`src/rtl/reg_writeback_queue.sv`:
```
// reg_writeback_queue
//   Small in-order queue that buffers execution results (one or two register
//   writes per entry) and drains them, one entry per cycle, into registered
//   register-file write ports. A combinational bypass lookup reports the
//   youngest pending value for a register index.
//
//   Optional feature macro: WBQ_LOOKUP_EN
//     defined   -> bypass lookup logic is built
//     undefined -> lookup_hit / lookup_data are tied to 0 (ports remain)
//
// Ports
//   clk, rst                 clock (rising edge), async active-low reset
//   flush                    synchronous discard of queued and staged writes
//   drain_en                 allow one dequeue per cycle
//   in_valid / in_ready      result handshake
//   in_reg1/2, in_data1/2    destination indices and data; in_dual = 2nd write
//   out_we, out_we2          write enables (registered)
//   out_reg1/2, out_data1/2  write port drive (registered)
//   count                    current occupancy
//   lookup_reg / lookup_hit / lookup_data   pending-write bypass query

module reg_writeback_queue #(
    parameter int DEPTH = 4,
    parameter int DW    = 16,
    parameter int AW    = 4
) (
    input  logic                     clk,
    input  logic                     rst,
    input  logic                     flush,
    input  logic                     drain_en,
    input  logic                     in_valid,
    output logic                     in_ready,
    input  logic [AW-1:0]            in_reg1,
    input  logic [AW-1:0]            in_reg2,
    input  logic [DW-1:0]            in_data1,
    input  logic [DW-1:0]            in_data2,
    input  logic                     in_dual,
    output logic                     out_we,
    output logic                     out_we2,
    output logic [AW-1:0]            out_reg1,
    output logic [AW-1:0]            out_reg2,
    output logic [DW-1:0]            out_data1,
    output logic [DW-1:0]            out_data2,
    output logic [$clog2(DEPTH):0]   count,
    input  logic [AW-1:0]            lookup_reg,
    output logic                     lookup_hit,
    output logic [DW-1:0]            lookup_data
);

    localparam int PW = $clog2(DEPTH);
    localparam int CW = PW + 1;

    logic [AW-1:0] reg1_mem  [DEPTH];
    logic [DW-1:0] data1_mem [DEPTH];
    logic          dual_mem  [DEPTH];
    logic [AW-1:0] reg2_mem  [DEPTH];
    logic [DW-1:0] data2_mem [DEPTH];

    logic [PW-1:0] head_q, head_d, tail_q, tail_d;
    logic [CW-1:0] count_q, count_d;
    logic          out_we_q, out_we_d, out_we2_q, out_we2_d;
    logic [AW-1:0] out_reg1_q, out_reg1_d, out_reg2_q, out_reg2_d;
    logic [DW-1:0] out_data1_q, out_data1_d, out_data2_q, out_data2_d;

    logic          enq, deq, same_reg, ent_dual;
    logic [DW-1:0] ent_data1;

    // A dual write to the same register collapses to one write of the
    // second result, so the register file never sees two writes to one index.
    always_comb begin
        same_reg  = in_dual && (in_reg1 == in_reg2);
        ent_dual  = in_dual && !same_reg;
        ent_data1 = same_reg ? in_data2 : in_data1;
    end

    assign in_ready = (count_q < CW'(DEPTH));

    always_comb begin
        enq         = in_valid && in_ready && !flush;
        deq         = drain_en && (count_q != '0) && !flush;
        head_d      = head_q;
        tail_d      = tail_q;
        count_d     = count_q;
        out_we_d    = 1'b0;
        out_we2_d   = 1'b0;
        out_reg1_d  = out_reg1_q;
        out_reg2_d  = out_reg2_q;
        out_data1_d = out_data1_q;
        out_data2_d = out_data2_q;
        if (flush) begin
            head_d  = '0;
            tail_d  = '0;
            count_d = '0;
        end else begin
            if (enq) begin
                tail_d = tail_q + PW'(1);
            end
            if (deq) begin
                head_d      = head_q + PW'(1);
                out_we_d    = 1'b1;
                out_we2_d   = dual_mem[head_q];
                out_reg1_d  = reg1_mem[head_q];
                out_reg2_d  = reg2_mem[head_q];
                out_data1_d = data1_mem[head_q];
                out_data2_d = data2_mem[head_q];
            end
            if (enq && !deq) begin
                count_d = count_q + CW'(1);
            end else if (!enq && deq) begin
                count_d = count_q - CW'(1);
            end
        end
    end

    always_ff @(posedge clk or negedge rst) begin
        if (!rst) begin
            head_q      <= '0;
            tail_q      <= '0;
            count_q     <= '0;
            out_we_q    <= 1'b0;
            out_we2_q   <= 1'b0;
            out_reg1_q  <= '0;
            out_reg2_q  <= '0;
            out_data1_q <= '0;
            out_data2_q <= '0;
        end else begin
            head_q      <= head_d;
            tail_q      <= tail_d;
            count_q     <= count_d;
            out_we_q    <= out_we_d;
            out_we2_q   <= out_we2_d;
            out_reg1_q  <= out_reg1_d;
            out_reg2_q  <= out_reg2_d;
            out_data1_q <= out_data1_d;
            out_data2_q <= out_data2_d;
        end
    end

    // Entry storage is not reset; validity is tracked by head/count only.
    always_ff @(posedge clk) begin
        if (enq) begin
            reg1_mem[tail_q]  <= in_reg1;
            data1_mem[tail_q] <= ent_data1;
            dual_mem[tail_q]  <= ent_dual;
            reg2_mem[tail_q]  <= in_reg2;
            data2_mem[tail_q] <= in_data2;
        end
    end

    assign out_we    = out_we_q;
    assign out_we2   = out_we2_q;
    assign out_reg1  = out_reg1_q;
    assign out_reg2  = out_reg2_q;
    assign out_data1 = out_data1_q;
    assign out_data2 = out_data2_q;
    assign count     = count_q;

`ifdef WBQ_LOOKUP_EN
    // Walk entries oldest to youngest; later matches overwrite earlier ones,
    // so the youngest entry wins. Within an entry reg2 is checked first
    // because it is the later of the two writes.
    always_comb begin
        logic [PW-1:0] idx;
        idx         = '0;
        lookup_hit  = 1'b0;
        lookup_data = '0;
        for (int i = 0; i < DEPTH; i++) begin
            idx = head_q + PW'(i);
            if (CW'(i) < count_q) begin
                if (dual_mem[idx] && (reg2_mem[idx] == lookup_reg)) begin
                    lookup_hit  = 1'b1;
                    lookup_data = data2_mem[idx];
                end else if (reg1_mem[idx] == lookup_reg) begin
                    lookup_hit  = 1'b1;
                    lookup_data = data1_mem[idx];
                end
            end
        end
    end
`else
    logic unused_lookup;
    assign unused_lookup = ^lookup_reg;
    assign lookup_hit    = 1'b0;
    assign lookup_data   = '0;
`endif

endmodule

```
`config.mk`:
```
export PLATFORM = sky130hd
export DESIGN_NAME = reg_writeback_queue
export DESIGN_NICKNAME = d
export VERILOG_FILES = /design/src/rtl/reg_writeback_queue.sv
export SDC_FILE = /design/constraint.sdc
export NUM_CORES = 1
export LEC_CHECK = 0
export BUFFER_PORTS_ARGS = -buffer_cell sky130_fd_sc_hd__buf_2
export CAP_MARGIN = 20
export CORE_ASPECT_RATIO = 0.8
export CORE_MARGIN = 2
export CORE_UTILIZATION = 25
export DETAILED_ROUTE_END_ITERATION = 8
export SYNTH_ARGS = -nofsm -noshare
export SYNTH_HDL_FRONTEND = slang
export SYNTH_SLANG_ARGS = --single-unit
export TNS_END_PERCENT = 1
```
`constraint.sdc`:
```
create_clock -name clk -period 2.5 [get_ports clk]
set_input_delay 0.25 -clock clk [delete_from_list [all_inputs] [get_ports clk]]
set_output_delay 0.25 -clock clk [all_outputs]
set_load 0.01 [all_outputs]
```
==> out/results.ini <==
[logic_synthesis]
synth-edff-count=164
yosysSeqAreaShare_pct=73.65
async_flop_share_pct=23.00
syn_area_per_cell_sq_um=20.93
synth_cell_type_count=32
yosysWarningCount=0
synthSimpleGateAreaFrac_pct=1.528
syn_area_sq_um=8352
synthAdderAreaFrac_pct=0.8390
synthXorXnorAreaFrac_pct=0.9438
muxShareOfSynthArea_pct=19.06
synth_compound_area_share_pct=1.034
synth_top_family_by_area=multiplexers
synth.ff_latch_count=213
synth_ff_type=edfxtp_1
synthCells=399

[grt]
grt_max_degree=43
grt_pass1_vias=4303
overflow=0
grtUsageTotal_pct=10.21
grt_pass1_wl_mm=26.75
antenna_found_initial=0

[critical_path]
critPathRequiredTime_ns=2.75
endpoint_kind=flip-flop
cp.depth=7
worstSetupStartpointType=primary input
critPathMaxStageDelay_ns=0.53
cp_max_fo=7
path_buf_inv=3
path_cells=dlygate4sd3_1 -> buf_2 -> xor2_1 -> nor4_2 -> nand2_2 -> buf_4 -> mux2_4
crit_type=primary input to flip-flop
cp.arrival_ns=2.37
ff2ff_path_depth=7
path_delay_family=buffers and inverters
slowest_stage=dlygate4sd3_1

[hold_path]
hold_path.class=primary input to flip-flop
hold_depth=1

[place]
place.gp.congestion=0.6669
portBuffers=91
dp_hpwl_mm=10.78
dp.cells=916
dpl_worst_slack_ns=0.3785
place_area_sq_um=9358

[sta]
rsz0062_at_grt=false
max_slew_margin_pct=50.38
period_share_pct=84.80
skew_ns=0.01160
fin_crit_ns=2.120
fin_setup_tns_ns=0
max_freq_mhz=471.7
final_hold_viol_count=0
tightest_slew_ns=0.7443
finalSetupViolCount=0
slew_viol_final=0
timing.final.ws_setup_ns=0.3800
whs_ns=0.01993

[floorplanning]
io_pins=113
die_h_um=167.5
die_area_sq_um=34890
fp.coreArea_sq_um=32700
start_util_pct=25.54
die_x_um=208.4
rows=59

[clock_tree]
cts_buffers=23
clock_latency_ns=0.51
cts_resized=0
cts.sink_count=213
cts.clk_slew.worst_paths_ns=0.06
clockRootBuffer=clkbuf_16
cts_hold_buf=24
tritoncts=done
cts_setup_buffers=0
cts_buffer_depth=3
htreeDepth=1

[layout]
design_area_sq_um=10400
final_cells=981
final_core_util_pct=31.80
drive_above_1_share_pct=45.31
nets=593
multi_input_area_sq_um=2028
synthToLayoutAreaGrowth_pct=24.51
seq_area_sq_um=6156
diodes=0
fillers=3176

[route]
vias=4079
drcViolationCount=0
via_per_inst=4.158
dr.pass1.iters=4
drt_wl_total_mm=17.57
antenna_left=0
drt-initial-drc-count=196
avgRoutedWirePerCell_um=17.91

[power_and_ir_drop]
total_power_mw=10.56
p_leak_nw=3.728
p_per_area_nw_per_um2=1016
vdd.ir_drop.worst_uv=643.9

[run]
maxCapViolCount=0

[outcome]
status=finished, final reports clean

==> cells by family after synthesis <==
kind of cell | after synthesis
other | 1
and+or+nand+nor | 23
AOI/OAI and AO/OA | 11
xor gates and xnor gates | 9
adders and majority gates | 5
muxes | 97
DFF | 213
buffers and inverters | 40
==> cell usage after synthesis, drive strengths merged, types with 2 or more instances <==
master | count | area, sq um
a21oi | 4 | 20.02
and2 | 6 | 37.54
buf | 27 | 193.9
clkbuf | 6 | 22.52
dfrtp | 49 | 1226
edfxtp | 164 | 4925
ha | 4 | 50.05
inv | 7 | 26.28
mux2 | 56 | 668.1
mux4 | 41 | 923.4
nand2 | 3 | 13.77
nor2 | 9 | 36.29
o21ai | 2 | 10.01
xnor2 | 5 | 43.79
xor2 | 4 | 35.03
==> flip-flops by register name, summed over array words and instances (netlist names) <==
signal and cells:
out_reg1 4, data2_mem 64, out_we2 1, dual_mem 4, tail_q 2, reg1_mem 16
out_data1 16, out_we 1, head_q 2, data1_mem 64, out_reg2 4, reg2_mem 16
count 3, out_data2 16
==> where the power goes <==
part,leakage (nW),switching [mW],internal [mW]
combinational,1.26,1.13,1.23
clock,0.392,1.36,2.23
sequential,2.08,0.235,4.38
==> layout by cell type, fill, tap and decap left out, types with 2 or more instances in the layout <==
cell,n
buf_4,13
edfxtp_1,164
buf_2,91
inv_1,7
ha_1,4
clkinv_4,2
conb_1,17
xor2_1,4
mux2_2,46
and2_2,4
bufinv_16,4
clkbuf_8,4
mux2_4,10
clkinv_2,2
clkbuf_1,6
and2_1,2
buf_12,3
xnor2_1,5
dlygate4sd3_1,24
nor2_1,8
a21oi_1,4
nand2_1,2
dfrtp_1,47
mux4_2,41
o21ai_0,2
clkbuf_16,23
==> cell type report <==
| class | instances | area share, % |
|---|---|---|
| Clock buffer | 33 | 6.281 |
| Clock inverter | 8 | 1.420 |
| Inverter | 7 | 0.2527 |
| Multi-Input combinational cell | 162 | 19.50 |
| Sequential cell | 213 | 59.20 |
| Tap cell | 427 | 5.138 |
| Timing Repair Buffer | 131 | 8.206 |
==> routing by layer <==
layer	GRT usage, %	up-vias	share of wire (%)
met3	2.626	27	5.3
met2	16.53	96	46
met5	0	-	0
met4	2.283	0	1.9
li1	-	1823	-
met1	13.84	2133	46
==> worst paths after layout <==
path                                    from               end  slack, ns
worst max-delay path              in_reg2[1]   data1_mem[3][7]       0.38
worst min-delay path            in_data2[13]  data2_mem[1][13]       0.02
worst max register to register      count[2]          count[1]       0.47
worst min register to register  out_data1[1]      out_data1[1]       0.50
max in group asynchronous                rst      out_data2[2]       1.54
min in group asynchronous                rst     out_data1[13]       0.34
Power figures use the tool's default switching activity.
